`src/rtl/jtframe_db15_resp.sv`:
```
// jtframe_db15_resp
// Device-side responder of the DB15 serial joystick link. It emulates the
// parallel-in/serial-out shift chain of a DB15 adapter. Two 16-bit joystick
// words are captured while the reader holds JOY_LOAD low. They are shifted
// out on JOY_DATA, LSB of joy1 first, on each rising edge of JOY_CLK.
//
// Ports
//   clk_sys     system clock
//   rst         asynchronous active-high reset
//   joy1, joy2  joystick states, active-high (1 = pressed)
//   JOY_CLK     reader shift clock, asynchronous, shift on rising edge
//   JOY_LOAD    reader parallel load, asynchronous, active-low
//   JOY_DATA    serial data, active-low buttons, registered
//   frame_done  one-cycle pulse after the 32nd shift
//   bit_cnt     shifts since last load, saturates at 32
//   overrun     sticky, a shift edge arrived with bit_cnt already at 32
//   link_ok     reader activity present
//
// Configuration
//   JTFRAME_DB15_WDOG_EN  defined: link_ok is driven by a WDOG_W-bit watchdog
//                         that is cleared on each falling edge of JOY_LOAD.
//                         undefined: link_ok is 1 whenever not in reset.

module jtframe_db15_resp #(
    parameter int unsigned WDOG_W = 20
) (
    input  logic        clk_sys,
    input  logic        rst,
    input  logic [15:0] joy1,
    input  logic [15:0] joy2,
    input  logic        JOY_CLK,
    input  logic        JOY_LOAD,
    output logic        JOY_DATA,
    output logic        frame_done,
    output logic [5:0]  bit_cnt,
    output logic        overrun,
    output logic        link_ok
);

    // [1:0] synchronizer, [2] aligned level, [3] previous level for edges.
    // Both pins go through identical pipelines, so the simultaneous-event
    // rules hold between the reader's load and clock pins.
    // The reset value is all ones. With that value, an idle-high pin creates
    // no edge after reset, and neither does an idle-low clock.
    logic [3:0]  clk_sh;
    logic [3:0]  load_sh;
    logic [31:0] sr;

    logic load_lvl;
    logic load_rise;
    logic clk_rise;
    logic shift_en;
    logic frame_full;

    always_ff @(posedge clk_sys or posedge rst) begin
        if (rst) begin
            clk_sh  <= '1;
            load_sh <= '1;
        end else begin
            clk_sh  <= {clk_sh[2:0], JOY_CLK};
            load_sh <= {load_sh[2:0], JOY_LOAD};
        end
    end

    assign load_lvl   = load_sh[2];
    assign load_rise  = load_sh[2] & ~load_sh[3];
    assign clk_rise   = clk_sh[2] & ~clk_sh[3];
    // A clock edge arriving together with the load release is dropped.
    assign shift_en   = load_lvl & clk_rise & ~load_rise;
    assign frame_full = (bit_cnt == 6'd32);

    always_ff @(posedge clk_sys or posedge rst) begin
        if (rst) begin
            sr         <= '1;
            bit_cnt    <= '0;
            frame_done <= 1'b0;
            overrun    <= 1'b0;
        end else begin
            frame_done <= 1'b0;
            if (!load_lvl) begin
                sr      <= {~joy2, ~joy1};
                bit_cnt <= '0;
            end else if (shift_en) begin
                if (frame_full) begin
                    overrun <= 1'b1;
                end else begin
                    sr      <= {1'b1, sr[31:1]};
                    bit_cnt <= bit_cnt + 6'd1;
                    if (bit_cnt == 6'd31) frame_done <= 1'b1;
                end
            end
        end
    end

    assign JOY_DATA = sr[0];

`ifdef JTFRAME_DB15_WDOG_EN
    localparam logic [WDOG_W-1:0] WDOG_LAST = {{(WDOG_W-1){1'b1}}, 1'b0};

    logic [WDOG_W-1:0] wdog_cnt;
    logic              load_fall;

    assign load_fall = ~load_sh[2] & load_sh[3];

    always_ff @(posedge clk_sys or posedge rst) begin
        if (rst) begin
            wdog_cnt <= '0;
            link_ok  <= 1'b0;
        end else if (load_fall) begin
            wdog_cnt <= '0;
            link_ok  <= 1'b1;
        end else if (wdog_cnt != '1) begin
            wdog_cnt <= wdog_cnt + 1'b1;
            // link drops on the same edge the counter saturates
            if (wdog_cnt == WDOG_LAST) link_ok <= 1'b0;
        end else begin
            link_ok <= 1'b0;
        end
    end
`else
    // Without the watchdog, the link is reported up whenever out of reset.
    // WDOG_W is a positive width, so the expression below is always 1.
    always_ff @(posedge clk_sys or posedge rst) begin
        if (rst) link_ok <= 1'b0;
        else     link_ok <= (WDOG_W > 0);
    end
`endif

endmodule

```
`config.mk`:
```
export PLATFORM = sky130hd
export DESIGN_NAME = jtframe_db15_resp
export DESIGN_NICKNAME = d
export VERILOG_FILES = /design/src/rtl/jtframe_db15_resp.sv
export SDC_FILE = /design/constraint.sdc
export NUM_CORES = 1
export LEC_CHECK = 0
export BUFFER_PORTS_ARGS = -buffer_cell sky130_fd_sc_hd__buf_2
export CAP_MARGIN = 30
export CORE_MARGIN = 8
export CORE_UTILIZATION = 35
export CTS_CLUSTER_DIAMETER = 50
export DETAILED_ROUTE_END_ITERATION = 6
export SYNTH_ARGS = -nofsm -noshare
export SYNTH_HDL_FRONTEND = slang
export SYNTH_SLANG_ARGS = --single-unit
```
`constraint.sdc`:
```
create_clock -name clk_sys -period 2.1 [get_ports clk_sys]
set_input_delay 0.315 -clock clk_sys [delete_from_list [all_inputs] [get_ports clk_sys]]
set_output_delay 0.315 -clock clk_sys [all_outputs]
set_load 0.1 [all_outputs]
```
==> reports/results.md <==
| Step | Parameter | Value |
| --- | --- | --- |
| status | Result of the run | completed |
| detailed routing | Wire per inst | 16.0 um |
| sta | Worst-case clock skew | 0.00379 ns |
| run | Number of violations of the max-capacitance limit | 0 |
| layout | Multi-input gate area in the final layout | 0.00127 mm^2 |
| power | Combinational share of power | 0.136 |
| setup path | Crit Path Max Fanout | 34 |
| yosys | Number of flops mapped to enable cells by yosys | 0 |
| floorplan | Std cell rows | 32 |
| global route | Global-route wire length before repair | 11500 um |
| cts | Number of clock sinks seen by CTS | 49 |
| place | Hpwl dp | 4220 um |
| sta | Crit share post-route | 0.801 |
| cts | Number of levels in the clock H-tree | 2 |
| cts | Clock transition time at the flip-flop clock pins of the worst setup and hold paths | 0.09 ns |
| setup path | Crit Reg-Reg Startpoint | bit_cnt[2] |
| yosys | Commonest cells in the netlist | 40 x dfstp_2, 32 x nand3_1, 32 x o211ai_1 |
| detailed routing | Number of DRC violations after detailed-routing iteration 0 | 149 |
| sta | Max-slew violation count | 0 |
| layout | ANT cells | 0 |
| yosys | Mapped cell area | 0.00272 mm^2 |
| yosys | Yosys warning total | 0 |
| floorplan | Core box area | 0.00765 mm^2 |
| setup path | Number of cell instances on the worst register-to-register path | 4 |
| min path | WHS Endpoint | load_sh[0] |
| layout | Final nets | 345 |
| setup path | Crit-path max cell delay | 0.50 ns |
| global route | Overflow left after global routing | 0 |
| cts | CTS tree | yes |
| setup path | Cell Chain, Critical Path | or3_2, buf_4, o21ai_2, mux2i_1 |
| cts | Library cell used as clock root buffer | clkbuf_8 |
| yosys | Largest cells by area after synthesis | dfstp_2 39%, a2bb2oi_1 10%, o211ai_1 8.8% |
| floorplan | Die X | 104 um |
| setup path | Endpoint of the worst register-to-register path | bit_cnt[0] |
| yosys | Number of nets produced by synthesis | 311 |
| place | Cell total after placement | 401 |
| sta | Final critical path time including I/O delays and setup | 1.68 ns |
| setup path | Critical path class | flop to flop |
| power | Part of the total power dissipated in the clock network | 0.284 |
| min path | Origin of the worst min-delay path | JOY_LOAD |
| place | Placer Congestion | 0.736 |
| yosys | Post-synthesis register bit count | 49 |
| layout | Area growth syn-to-layout | 15.5% |
| power | Switching portion of total power | 0.270 |
| power | Net load switching power | 523 uW |
| cts | Number of CTS-inserted buffers | 5 |
| setup path | Crit-path leading delay family | simple AND/OR/NAND/NOR gates |
| layout | Final Instance Count excl. Fillers | 410 |
| sta | Setup TNS after final layout | 0 ns |
| sta | Highest clock frequency the design can meet | 594 MHz |
| yosys | Average instance area after synthesis | 9.98 um^2 |
| layout | Filler cell count in the final layout | 777 |
| setup path | Buffers and inverters on the worst path | 1 |
| min path | Tightest Hold Check Type | input pin to flop |
| detailed routing | Antenna viol nets, final | 0 |
| yosys | Cell taking the most area after synthesis | dfstp_2 |
| global route | Via count of the first global-routing pass | 2282 |
| sta | Endpoints failing hold | 0 |
| setup path | Setup slack on the worst flop-to-flop path | 0.42 ns |
| sta | Setup repair after global routing missed its margin | false |
| layout | Register Area | 0.00128 mm^2 |
| layout | Share of final-layout standard cells stronger than drive strength 1 | 0.357 |
| yosys | Sequential area share after synthesis | 0.469 |
| detailed routing | Via count | 2257 |
| setup path | CP max stage cell | or3_2 |
| floorplan | Io pins | 46 |
| yosys | Post-synthesis cell type count | 28 |
| floorplan | Die ar. | 0.0109 mm^2 |
| detailed routing | Final Routed Wirelength | 6550 um |
| setup path | Critical Path End Type | flop |
| yosys | Area share of the largest cell type after synthesis | 0.386 |
| global route | Antenna violations before repair | 0 |
| sta | Setup Viol. Count Final | 0 |
| detailed routing | Vias per cell | 5.50 |
| detailed routing | Post-route DRC violation count | 0 |
| power | Internal power | 1.41 mW |
| global route | Total Routing Usage GR | 0.124 |
| power | Largest voltage drop on the vdd net | 0.311 mV |
| floorplan | Initial standard-cell utilization of the core | 0.356 |
| cts | Longest Clk Path Bufs | 2 |
| setup path | Signal arrival time at the worst endpoint | 1.91 ns |
| setup path | Required time worst endpoint | 2.33 ns |
| global route | Pin count of the biggest net entering global routing | 49 |
| power | Total power density per cell area | 616 mW/mm^2 |
| min path | Depth of the worst hold-timing path | 1 |
| detailed routing | First-pass detailed-route iteration total | 4 |
| yosys | Most common cell in the synthesized netlist | dfstp_2 |
| cts | Setup fix buffers added after clock tree synthesis | 0 |
| place | Buffers added on ports | 45 |
| power | Sequential share of power | 0.580 |
| setup path | Startpoint type of the worst setup path | flop |
| cts | Clock network latency to the later pin of the worst-skew pair | 0.30 ns |
| power | Total leakage power | 1.27 nW |
| yosys | Synthesized instance count | 273 |
| floorplan | Die Ht | 104 um |
| yosys | Ys async rst share | 1.00 |
| yosys | Dominant synthesized flop cell | dfstp_2 |
final cells by class:
type                    instances  share of cell area
clock buffers                   7              0.0243
clock inverters                 1             0.00239
inverters                       6             0.00716
multi-input cells             186               0.405
flip-flops and latches         49               0.407
well taps                     102              0.0406
repair buffers                 59               0.115
routing by layer:
metal	track usage	wire (um)	part of all wire
met4	0.0279	48	0.0073
met3	0.0273	303	0.046
met1	0.178	3280	0.50
met5	0	0	0
met2	0.186	2920	0.45
registers in the layout, indices dropped and copies added (netlist names):
register / flops
load_sh: 4
sr: 32
overrun: 1
clk_sh: 4
bit_cnt: 6
frame_done: 1
link_ok: 1
power by group through the flow:
| stage | registers, mW | clock network, mW | logic [mW] |
|---|---|---|---|
| 6_report | 1.12 | 0.551 | 0.263 |
| 3_5_place_dp | 1.14 | 0 | 0.266 |
| 3_3_place_gp | 1.13 | 0 | 0.264 |
| 5_1_grt | 1.14 | 0.615 | 0.295 |
| 4_1_cts | 1.12 | 0.575 | 0.269 |
| 2_1_floorplan | 1.15 | 0 | 0.155 |
kinds of logic after synthesis:
group | after synthesis | synth area share
compound gates | 103 | 0.281
simple gates | 77 | 0.164
flops | 49 | 0.469
buf+inv | 38 | 0.0648
mux | 3 | 0.0110
fa+ha+maj | 2 | 0.00919
other cells | 1 | 0.00138
cell usage in the layout, fill, tap and decap left out, types with 2 or more instances in the layout:
cell	instances
buf_4	12
o31ai_1	2
dfrtp_1	7
ha_1	2
clkbuf_1	2
clkbuf_8	5
buf_2	44
a2bb2oi_1	31
buf_12	2
o21ai_0	2
o211ai_1	32
nand3_1	32
dfrtp_2	2
dfstp_2	40
a21oi_1	2
nor2b_1	31
nand2_1	6
a31oi_1	31
inv_1	5
mux2i_1	3
how the worst max path moves through the flow:
stage	from	end	cells past startpoint
2_1_floorplan	bit_cnt[5]	bit_cnt[2]	5
3_3_place_gp	bit_cnt[2]	bit_cnt[1]	4
3_5_place_dp	bit_cnt[2]	bit_cnt[1]	4
4_1_cts	bit_cnt[2]	bit_cnt[0]	4
5_1_grt	bit_cnt[2]	bit_cnt[0]	4
6_report	bit_cnt[2]	bit_cnt[0]	4
worst reg2reg max path, cell delays in order, from the launching register on:
cell	delay (ns)
dfrtp_1	0.43
or3_2	0.50
buf_4	0.25
o21ai_2	0.23
mux2i_1	0.20
through the flow:
step | total power, mW | util | hold slack [ns] | setup WS [ns] | cell area (um^2)
final | 1.94 | 0.411 | 0.103 | 0.417 | 3150
after global routing | 2.04 | 0.411 | 0.0808 | 0.290 | 3150
after CTS | 1.96 | 0.411 | 0.0904 | 0.407 | 3150
after detailed placement | 1.40 | 0.399 | 0.269 | 0.417 | 3050
after global placement | 1.40 | 0.399 | 0.269 | 0.454 | 3050
after floorplan | 1.31 | - | 0.319 | 0.110 | 2730
repair_timing:
action                                 CTS  global route
resized for setup                        0             0
endpoints found under the hold margin    4             0
hold buffers                             1             0
Note: power is estimated with default switching activity, not from simulation.
